--- src/rtl/sum_pkg.sv ---
// Shared definitions for the sum collector: word width, default sizing and
// the sum word type used by the FIFO and the collector top.
package sum_pkg;

  localparam int SUM_W         = 9;
  localparam int DEFAULT_DEPTH = 4;
  localparam int DEFAULT_ACC_W = 16;

  typedef logic [SUM_W-1:0] sum_t;

endpackage

--- src/rtl/sum_fifo.sv ---
// First-word-fall-through FIFO for sum words.
// Ports:
//   clk, rst        clock, asynchronous active-high reset
//   wr_valid        upstream word offered (no backpressure)
//   wr_data         upstream word
//   wr_accept       word is stored this cycle
//   full            FIFO holds DEPTH words
//   rd_ready        consumer takes the head word this cycle
//   rd_data         head word (don't-care when rd_valid=0)
//   rd_valid        FIFO not empty
//   rd_fire         head word leaves this cycle
//   level           occupancy 0..DEPTH
module sum_fifo #(
  parameter int DEPTH = 4,
  parameter int WIDTH = 9,
  localparam int PTR_W = $clog2(DEPTH),
  localparam int LVL_W = PTR_W + 1
) (
  input  logic             clk,
  input  logic             rst,
  input  logic             wr_valid,
  input  logic [WIDTH-1:0] wr_data,
  output logic             wr_accept,
  output logic             full,
  input  logic             rd_ready,
  output logic [WIDTH-1:0] rd_data,
  output logic             rd_valid,
  output logic             rd_fire,
  output logic [LVL_W-1:0] level
);

  localparam logic [PTR_W-1:0] PTR_ONE  = PTR_W'(1);
  localparam logic [LVL_W-1:0] LVL_ONE  = LVL_W'(1);
  localparam logic [LVL_W-1:0] LVL_FULL = LVL_W'(DEPTH);

  logic [WIDTH-1:0] mem_q [DEPTH];
  logic [PTR_W-1:0] wr_ptr_q, wr_ptr_d;
  logic [PTR_W-1:0] rd_ptr_q, rd_ptr_d;
  logic [LVL_W-1:0] level_q, level_d;

  always_comb begin
    full      = (level_q == LVL_FULL);
    rd_valid  = (level_q != '0);
    rd_data   = mem_q[rd_ptr_q];
    rd_fire   = rd_valid && rd_ready;
    // A full FIFO still accepts when the head leaves in the same cycle.
    wr_accept = wr_valid && (!full || rd_fire);
    level     = level_q;

    wr_ptr_d = wr_ptr_q;
    rd_ptr_d = rd_ptr_q;
    level_d  = level_q;
    if (wr_accept) wr_ptr_d = wr_ptr_q + PTR_ONE;
    if (rd_fire)   rd_ptr_d = rd_ptr_q + PTR_ONE;
    case ({wr_accept, rd_fire})
      2'b10:   level_d = level_q + LVL_ONE;
      2'b01:   level_d = level_q - LVL_ONE;
      default: level_d = level_q;
    endcase
  end

  always_ff @(posedge clk or posedge rst) begin
    if (rst) begin
      wr_ptr_q <= '0;
      rd_ptr_q <= '0;
      level_q  <= '0;
    end else begin
      wr_ptr_q <= wr_ptr_d;
      rd_ptr_q <= rd_ptr_d;
      level_q  <= level_d;
    end
  end

  // Storage is not reset; an empty level makes stale words invisible.
  always_ff @(posedge clk) begin
    if (wr_accept) mem_q[wr_ptr_q] <= wr_data;
  end

endmodule

--- src/rtl/sum_collector.sv ---
// Collects sum words from the adder stage into a FWFT FIFO and keeps a
// running total of every word the consumer pops.
// Ports:
//   clk, rst    clock, asynchronous active-high reset
//   in_sum      sum word, qualified by in_valid (never backpressured)
//   out_data    head-of-FIFO word, valid when out_valid
//   out_ready   consumer accepts out_data
//   acc_clr     synchronous clear of acc_total and overflow
//   acc_total   modulo-2^ACC_W sum of popped words
//   level       FIFO occupancy
//   overflow    sticky: a word was dropped while full
module sum_collector
  import sum_pkg::*;
#(
  parameter int DEPTH = DEFAULT_DEPTH,
  parameter int ACC_W = DEFAULT_ACC_W
) (
  input  logic                       clk,
  input  logic                       rst,
  input  sum_t                       in_sum,
  input  logic                       in_valid,
  output sum_t                       out_data,
  output logic                       out_valid,
  input  logic                       out_ready,
  input  logic                       acc_clr,
  output logic [ACC_W-1:0]           acc_total,
  output logic [$clog2(DEPTH):0]     level,
  output logic                       overflow
);

  logic             wr_accept, full, pop;
  logic [ACC_W-1:0] acc_total_q, acc_total_d;
  logic             overflow_q, overflow_d;

  sum_fifo #(.DEPTH(DEPTH), .WIDTH(SUM_W)) u_fifo (
    .clk       (clk),
    .rst       (rst),
    .wr_valid  (in_valid),
    .wr_data   (in_sum),
    .wr_accept (wr_accept),
    .full      (full),
    .rd_ready  (out_ready),
    .rd_data   (out_data),
    .rd_valid  (out_valid),
    .rd_fire   (pop),
    .level     (level)
  );

  always_comb begin
    acc_total_d = acc_total_q;
    overflow_d  = overflow_q;
    // Clear wins over a same-cycle pop: the word leaves but is not summed.
    if (acc_clr) begin
      acc_total_d = '0;
      overflow_d  = 1'b0;
    end else begin
      if (pop) acc_total_d = acc_total_q + ACC_W'(out_data);
      if (in_valid && !wr_accept) overflow_d = 1'b1;
    end
  end

  always_ff @(posedge clk or posedge rst) begin
    if (rst) begin
      acc_total_q <= '0;
      overflow_q  <= 1'b0;
    end else begin
      acc_total_q <= acc_total_d;
      overflow_q  <= overflow_d;
    end
  end

  assign acc_total = acc_total_q;
  assign overflow  = overflow_q;

endmodule

--- config.mk ---
export PLATFORM = sky130hd
export DESIGN_NAME = sum_collector
export DESIGN_NICKNAME = d
export VERILOG_FILES = /design/src/rtl/sum_pkg.sv /design/src/rtl/sum_fifo.sv /design/src/rtl/sum_collector.sv
export SDC_FILE = /design/constraint.sdc
export NUM_CORES = 1
export LEC_CHECK = 0
export ABC_CLOCK_PERIOD_IN_PS = 3200
export CORE_MARGIN = 2
export CORE_UTILIZATION = 41
export DETAILED_ROUTE_END_ITERATION = 16
export PLACE_DENSITY = 0.62
export SLEW_MARGIN = 40
export SYNTH_ARGS = -nofsm -noshare
export SYNTH_HDL_FRONTEND = slang
export SYNTH_SLANG_ARGS = --single-unit
--- constraint.sdc ---
create_clock -name clk -period 3.2 [get_ports clk]
set_clock_uncertainty 0.1 [all_clocks]
set_input_delay 0.8 -clock clk [delete_from_list [all_inputs] [get_ports clk]]
set_output_delay 0.8 -clock clk [all_outputs]
set_load 0.1 [all_outputs]
Yosys cells after proc, flatten, opt, wreduce, memory -nomap -nowiden
Memories as Yosys holds them, arrays and structs flattened.
Cells that the tools add are included.
{ "totals": {"regBits": 24, "ram_bits": 36, "inputBits": 14, "output_inout_bits": 30, "wordCells": 31, "n_memories": 1} }
{ "mem_list": {"columns": ["name", "words", "word_bits", "rd", "rd_ports_with_merged_regs", "wr", "line", "rtl"], "rows": [
  ["u_fifo.mem_q", 4, 9, 1, 0, 1, "sum_fifo.sv:36", "logic [WIDTH-1:0] mem_q [DEPTH];"]
]} }
{ "classes": {"n_addsub": 5, "eq_ne": 3, "mux": 7, "reduce_logical": 10} }
{ "op_table": {"columns": ["op", "n"], "rows": [
  ["$mux 16", 2],
  ["$add 16x9->16", 1],
  ["$pmux 3 s2", 1],
  ["$reduce_bool 2->1", 3],
  ["$add 2x1->2 const B", 2],
  ["$mux 1", 4],
  ["$add 3x1->3 const B", 1],
  ["$eq 3x3->1 const B", 1],
  ["$logic_and 1x1->1", 3],
  ["$reduce_bool 3->1", 1],
  ["$sub 3x1->3 const B", 1],
  ["$eq 2x1->1 const B", 1],
  ["$eq 2x2->1 const B", 1],
  ["$logic_not 1->1", 2],
  ["$logic_or 1x1->1", 1]
]} }

Logic depth before layout (Yosys ltp)
Gate-level depths: netlist of run 1.
{ "logic_depth": {"depth_word": 8, "ltp_mapped": 9, "depth_no_buf": 8} }

Modules after synthesis
From an unflattened synthesis of run 1, not the netlist that was laid out.
{ "hier_totals": {"hier_cells": 232, "hier_area_um2": 3005.4} }
{ "by_module_without_submodules": {"columns": ["mod", "n_inst", "cells_per_inst", "area_per_inst_um2", "seq_area_each_um2"], "rows": [
  ["sum_fifo", 1, 101, 1813.0, 1256.2],
  ["sum_collector", 1, 131, 1192.4, 425.4]
]} }

Worst setup path before layout of run 1
No wires, ideal clock.
{ "synth_path": {"path_type": "register to register", "startpoint": "register u_fifo.level_q[0], in the netlist u_fifo.level[0]", "endpoint": "register u_fifo.level_q[2], in the netlist u_fifo.level[2]", "setup_ps": 162, "t_arrival_ps": 3074, "required_ps": 2938, "path_slack_ps": -136, "stages_incl_launch_ff": 7, "period_less_slack_ps": 3336, "cell_sequence": "dfrtp_1 or3_1 nand2_1 or2_2 fa_1 mux2i_1 xor2_1"} }
{ "synth_via": {"elab_chain_cells": 6} }
{ "synth_lines": {"columns": ["item", "line", "rtl"], "rows": [
  ["from (decl)", "sum_fifo.sv:39", "logic [LVL_W-1:0] level_q, level_d;"],
  ["from (signal assigned)", "sum_fifo.sv:70", "level_q <= level_d;"],
  ["$reduce_bool 3->1 *", "sum_fifo.sv:43", "rd_valid = (level_q != '0);"],
  ["named net out_valid", "sum_collector.sv:23", "output logic out_valid,"],
  ["$logic_and 1x1->1 *", "sum_fifo.sv:45", "rd_fire = rd_valid && rd_ready;"],
  ["$logic_or 1x1->1", "sum_fifo.sv:47", "wr_accept = wr_valid && (!full || rd_fire);"],
  ["$logic_and 1x1->1", "sum_fifo.sv:47", null],
  ["$eq 2x1->1 or $eq 2x2->1 (tied branches)", "sum_fifo.sv:55", "case ({wr_accept, rd_fire})"],
  ["$pmux 3 s2 or $reduce_bool 2->1 (tied branches)", null, null]
]} }
The timed path passes the listed nets; every way through them passes the cells marked *.
A chain may end at the register's enable or synchronous reset.

Final worst setup path of run 1
{ "layout_path": {"startpoint": "register u_fifo.rd_ptr_q[0]", "endpoint": "register acc_total_q[13], in the netlist acc_total[13]"} }
{ "layout_via": {"elab_chain_cells": 4} }
{ "layout_lines": {"columns": ["item", "line", "rtl"], "rows": [
  ["from (decl)", "sum_fifo.sv:38", "logic [PTR_W-1:0] rd_ptr_q, rd_ptr_d;"],
  ["from (signal assigned)", "sum_fifo.sv:69", "rd_ptr_q <= rd_ptr_d;"],
  ["$mem_v2 4x9", null, null],
  ["$add 16x9->16", "sum_collector.sv:57", "if (pop) acc_total_d = acc_total_q + ACC_W'(out_data);"],
  ["$mux 16", "sum_collector.sv:57", null],
  ["$mux 16", "sum_collector.sv:53", "if (acc_clr) begin"],
  ["to (signal assigned)", "sum_collector.sv:67", "acc_total_q <= acc_total_d;"],
  ["to (decl)", "sum_collector.sv:32", "logic [ACC_W-1:0] acc_total_q, acc_total_d;"]
]} }
No other way between the ends. The select of a mux whose other input is x is not followed.

==> summary.md, run 1 <==
| Metric | Value |
|---|---|
| Status | complete, no violations |
| Max-cap viol count | 0 |
| Mapped Cells | 217 |
| Setup TNS | 0 ns |
| Total GRT Usage | 16.5% |
| Root Driver | clkbuf_8 |
| Filler instances | 603 |
| IO Pins | 44 |
| Ys async rst share | 40.0% |
| Die W | 87.5 um |
| Ys Warns | 0 |
| Diodes inserted | 0 |
| DR iter-0 viols | 104 |
| Post-layout util | 52.3% |
| EDFF count, synth | 36 |
| Critical path type | reg -> reg |
| Final wirelength | 5660 um |
| Synth cell count leaders | edfxtp_1 (36), nand2_1 (25), dfrtp_1 (24), a21oi_1 (19), ha_1 (13) |
| CTS tree | built |
| Area of the core | 6760 sq um |
| Die Y | 87.5 um |
| DRT Pass-1 Iters | 4 |
| Flops & latches, synth | 60 |
| Die area | 7650 sq um |
| Layout cell share with drive strength beyond 1 | 25.1% |
| Final hold vios | 0 |
| Buffers on Ports | 43 |
| Vias in the first global route | 1852 |
| Yosys top cell by area | edfxtp_1 |
| Mapped Area | 2860 sq um |
| Fmax | 0.341 GHz |
| P&R area growth vs syn | 23.6% |
| Final HPWL DP | 4190 um |
| Largest net degree at the start of global routing | 25 |
| Final setup viols | 0 |
| Number of buffers created by CTS | 9 |
| Vias | 1883 |
| Syn_nets | 246 |
| RSZ-0062 raised after global routing | false |
| Crit Path Max Fanout | 7 |
| Number of library cell types mapped by synthesis | 39 |
| Synth Flop Type | edfxtp_1 |
| GP Congestion | 0.778 |
| Slew @ Worst Pin | 0.457 ns |
| DP Cell Count | 339 |
| Initial antenna violation count | 0 |
| # Post-CTS Setup Buffers | 0 |
| Max Slew Vio Count | 0 |
| H-tree Lvls | 3 |
| Top cells by area, synth | edfxtp_1 (38%), dfrtp_1 (21%), mux4_2 (7.1%) |
| Avg Inst Size Synth | 13.2 sq um |
| Drt drc | 0 |
| Row count | 30 |
| Nets | 299 |
| Clk buf depth | 2 |
| Detailed-route wire length per cell | 16.0 um |
| Min Tclk post-route | 2.93 ns |
| Drt via density | 5.30 |
| Post-route insts no fill | 355 |
| Final period util | 91.5% |
| CP Data Required Time | 3.36 ns |
| Hold Crit Class | reg -> reg |
| Grt total ovfl | 0 |
| Routed Antenna Nets | 0 |
| Initial Util | 42.3% |
| Clock latency on the worst-skew pair | 0.34 ns |
| Reg2Reg Setup Slack | 0.27 ns |
| Most common cell in the netlist | edfxtp_1 |
| Crit path launch type | flip-flop |
| First-pass GRT wire length | 9180 um |
| CP Data Arrival Time | 3.09 ns |
| CTS clk-pin slew, worst paths | 0.07 ns |
| Critical Path End Type | flip-flop |
| Clock sink count | 60 |
| Worst slew margin | 69.5% |
| Seq/Total Area, Yosys | 58.9% |
| Synth top area share | 37.8% |
## logic make-up after synthesis
group                    after synthesis  synth area share [%]
flip-flops                            60                  58.9
AND/OR/NAND/NOR                       54                  8.98
AO/OA/AOI/OAI                         48                  10.8
buffers and inverters                 15                  2.19
adder cells (fa/ha/maj)               15                  7.10
XOR/XNOR                              14                  4.29
multiplexers                          11                  7.80
## metrics by stage
| stage | setup slack (ns) | hold WS [ns] | area (sq um) |
|---|---|---|---|
| after floorplan | 0.0461 | 0.480 | 2860 |
| after detailed placement | 0.195 | 0.395 | 3340 |
| after global placement | 0.253 | 0.386 | 3340 |
| final | 0.271 | 0.408 | 3530 |
| after global routing | 0.0380 | 0.442 | 3530 |
| after CTS | 0.172 | 0.412 | 3530 |
## per-layer routing
| metal | vias to the layer above | track usage (%) | wire (um) |
|---|---|---|---|
| li1 | 919 | - | - |
| met3 | 10 | 5.59 | 288 |
| met4 | 0 | 7.55 | 97 |
| met5 | - | 0 | 0 |
| met1 | 911 | 22.0 | 2620 |
| met2 | 43 | 24.2 | 2660 |
## repair_timing
item	in CTS	in global routing
hold endpoints to repair	0	0
hold buffers	0	0
setup endpoints to repair	0	3
gates resized for setup	0	1
## cell usage in the layout, fill, tap and decap left out, types with 3 or more instances in the layout
| cell | synthesis | final |
|---|---|---|
| buf_4 | 0 | 38 |
| nor2_1 | 9 | 9 |
| xnor2_1 | 8 | 8 |
| a21oi_1 | 19 | 19 |
| clkbuf_8 | 0 | 9 |
| and2_1 | 5 | 5 |
| o21ai_0 | 10 | 10 |
| inv_1 | 6 | 6 |
| xor2_1 | 6 | 6 |
| dfrtp_1 | 24 | 23 |
| a211oi_1 | 5 | 4 |
| edfxtp_1 | 36 | 36 |
| ha_1 | 13 | 13 |
| clkdlybuf4s50_1 | 0 | 13 |
| or3_1 | 4 | 3 |
| nand2_1 | 25 | 25 |
| mux4_2 | 9 | 9 |
## layout make-up
type / instances / area [sq um] / share of cell area (%)
inverter: 6 / 22.5 / 0.638
multi-input combinational: 142 / 1120 / 31.7
tap: 80 / 100 / 2.83
sequential: 60 / 1680 / 47.7
clock buffer: 9 / 124 / 3.51
clock inverter: 7 / 67.6 / 1.91
timing repair buffer: 51 / 415 / 11.8
## worst max-delay path: stages, from the launching register on
cell and delay [ns]:
dfrtp_2 0.45, buf_4 0.21, mux4_2 0.53, ha_1 0.43
a21oi_1 0.16, o21ai_0 0.23, a41oi_2 0.08, or4_1 0.49
a21oi_1 0.15
## final timing paths
kind / start / end / cells past startpoint
min in group asynchronous: rst / acc_total[5] / 3
min: overflow / overflow / 2
min reg2reg: overflow / overflow / 2
max reg2reg: u_fifo.rd_ptr_q[0] / acc_total[13] / 8
max in group asynchronous: rst / u_fifo.rd_ptr_q[0] / 3
max: u_fifo.rd_ptr_q[0] / acc_total[13] / 8
## flip-flops by register name (all words and copies together), names as in the netlist
| register | flops |
|---|---|
| u_fifo.mem_q | 36 |
| u_fifo.wr_ptr_q | 2 |
| u_fifo.level | 3 |
| u_fifo.rd_ptr_q | 2 |
| overflow | 1 |
| acc_total | 16 |
Power of run 1 is left out: the tool's default activity adds up to more than one toggle a clock period on the data nets, which glitch-free logic cannot reach.
==> run 2, diff against run 1 <==
--- a/config.mk
+++ b/config.mk
@@ -9,7 +9,7 @@
 export CORE_MARGIN = 2
 export CORE_UTILIZATION = 41
 export DETAILED_ROUTE_END_ITERATION = 16
-export PLACE_DENSITY = 0.62
+export PLACE_DENSITY = 0.74
 export SLEW_MARGIN = 40
 export SYNTH_ARGS = -nofsm -noshare
 export SYNTH_HDL_FRONTEND = slang
==> run 2 against run 1 <==
  * Core utilization rose by 0.22 points
  * First-iteration DRC count up 30%
  * Critical endpoint unchanged
  * Worst hold slack improved by 0.0026 ns
==> summary.md, run 2 (synthesized netlist as in run 1, its figures left out) <==
| Metric | Value |
|---|---|
| Status | complete, no violations |
| Min Tclk post-route | 2.93 ns (+0.00515 ns) |
| Grt total ovfl | 0 (unchanged) |
| DRT Pass-1 Iters | 4 (unchanged) |
| Commonest non-fill, non-tap cell in the layout | buf_4 |
| CP Data Arrival Time | 3.08 ns (about the same) |
| Worst setup margin | 0.266 ns (-0.00515 ns) |
| Total GRT Usage | 16.5% (+0.084 points) |
| Nets | 298 (-0.33%) |
| Most frequent cells in the layout | buf_4 (37), edfxtp_1 (36), nand2_1 (25) |
| Buffers on Ports | 43 (unchanged) |
| P&R area growth vs syn | 24.1% |
| Clk buf depth | 2 (unchanged) |
| Number of buffers created by CTS | 9 (unchanged) |
| Layout cell share with drive strength beyond 1 | 25.2% (+0.092 points) |
| Largest net degree at the start of global routing | 25 (unchanged) |
| GP Congestion | 0.847 (+8.9%) |
| Final period util | 91.7% (+0.16 points) |
| Final setup viols | 0 (unchanged) |
| Diodes inserted | 0 (unchanged) |
| Initial antenna violation count | 0 (unchanged) |
| Crit path launch type | flip-flop |
| H-tree Lvls | 3 (unchanged) |
| Routed Antenna Nets | 0 (unchanged) |
| Critical Path End Type | flip-flop |
| Area of the core | 6760 sq um (unchanged) |
| Drt drc | 0 (unchanged) |
| Max Slew Vio Count | 0 (unchanged) |
| Fmax | 0.341 GHz (-0.18%) |
| Final HPWL DP | 4260 um (+1.8%) |
| Vias | 1898 (+0.80%) |
| Max-cap viol count | 0 (unchanged) |
| Largest Register | u_fifo.mem_q |
| Vias in the first global route | 1863 (+0.59%) |
| Initial Util | 42.3% (unchanged) |
| CP Data Required Time | 3.34 ns (-0.02 ns) |
| Critical path type | reg -> reg |
| Row count | 30 (unchanged) |
| DR iter-0 viols | 135 (+30%) |
| Final hold vios | 0 (unchanged) |
| Detailed-route wire length per cell | 16.7 um (+4.8%) |
| Hold Crit Class | reg -> reg |
| Crit Path Max Fanout | 7 (unchanged) |
| Worst slew margin | 56.5% (-13 points) |
| Setup TNS | 0 ns (unchanged) |
| Root Driver | clkbuf_8 |
| First-pass GRT wire length | 9400 um (+2.5%) |
| Clock sink count | 60 (unchanged) |
| Die Y | 87.5 um (unchanged) |
| DP Worst Slack | 0.348 ns (+0.153 ns) |
| # Post-CTS Setup Buffers | 0 (unchanged) |
| Largest register FFs | 36 (unchanged) |
| CTS hold repair buffers | 0 (unchanged) |
| Die W | 87.5 um (unchanged) |
| Clock latency on the worst-skew pair | 0.34 ns (about the same) |
| Final wirelength | 5920 um (+4.5%) |
| Die area | 7650 sq um (unchanged) |
| CTS clk-pin slew, worst paths | 0.07 ns (about the same) |
| # resized after CTS | 0 (unchanged) |
| Drt via density | 5.36 (+1.1%) |
| CTS tree | built |
| IO Pins | 44 (unchanged) |
| RSZ-0062 raised after global routing | false |
| Slew @ Worst Pin | 0.651 ns (+0.194 ns) |
run 2: through the flow:
| stage | instances | utilization [%] | area, sq um | hold slack [ns] |
|---|---|---|---|---|
| floorplan | 217 | - | 2860 | 0.480 |
| detailed placement | 338 | 49.3 | 3330 | 0.399 |
| finish | 354 | 52.5 | 3550 | 0.411 |
| CTS | 354 | 52.5 | 3550 | 0.414 |
| global route | 354 | 52.5 | 3550 | 0.426 |
| global placement | 338 | 49.3 | 3330 | 0.387 |
run 2: path summary, 6_finish.rpt:
| check | startpoint | end | cells past startpoint | slack [ns] |
|---|---|---|---|---|
| max | u_fifo.rd_ptr_q[0] | acc_total[13] | 8 | 0.27 |
| min | u_fifo.level[2] | u_fifo.level[2] | 1 | 0.41 |
| max reg2reg | u_fifo.rd_ptr_q[0] | acc_total[13] | 8 | 0.27 |
| min reg2reg | u_fifo.level[2] | u_fifo.level[2] | 1 | 0.41 |
| max in group asynchronous | rst | u_fifo.rd_ptr_q[0] | 3 | 2.02 |
| min in group asynchronous | rst | u_fifo.wr_ptr_q[1] | 3 | 0.72 |
run 2: worst max-delay path, cell delays in order, from the launching register on:
cell	delay, ns
dfrtp_1	0.39
buf_4	0.19
mux4_2	0.54
ha_1	0.45
a21oi_1	0.17
o21ai_0	0.26
a41oi_2	0.09
or4_1	0.49
a21oi_1	0.15
run 2: cell type report:
class	count	area (sq um)
timing repair buffer	50	408
sequential	60	1680
fill	604	3210
tap	80	100
clock inverter	7	91.3
clock buffer	9	124
multi-input combinational	142	1120
inverter	6	22.5
run 2: routing by layer:
| metal | track usage [%] | routed length [um] |
|---|---|---|
| met1 | 22.1 | 2800 |
| met2 | 25.3 | 2750 |
| met3 | 5.88 | 280 |
| met4 | 5.31 | 87 |
| met5 | 0 | 0 |
Power of run 2 is left out for the same reason.
==> run 3, diff against run 2 <==
--- a/config.mk
+++ b/config.mk
@@ -8,6 +8,7 @@
 export ABC_CLOCK_PERIOD_IN_PS = 3200
 export CORE_MARGIN = 2
 export CORE_UTILIZATION = 41
+export CTS_CLUSTER_DIAMETER = 200
 export DETAILED_ROUTE_END_ITERATION = 16
 export PLACE_DENSITY = 0.74
 export SLEW_MARGIN = 40
==> results of run 3 <==
Final layout, timing and power as in run 2 (identical DEF).
Power of run 3 is left out for the same reason.
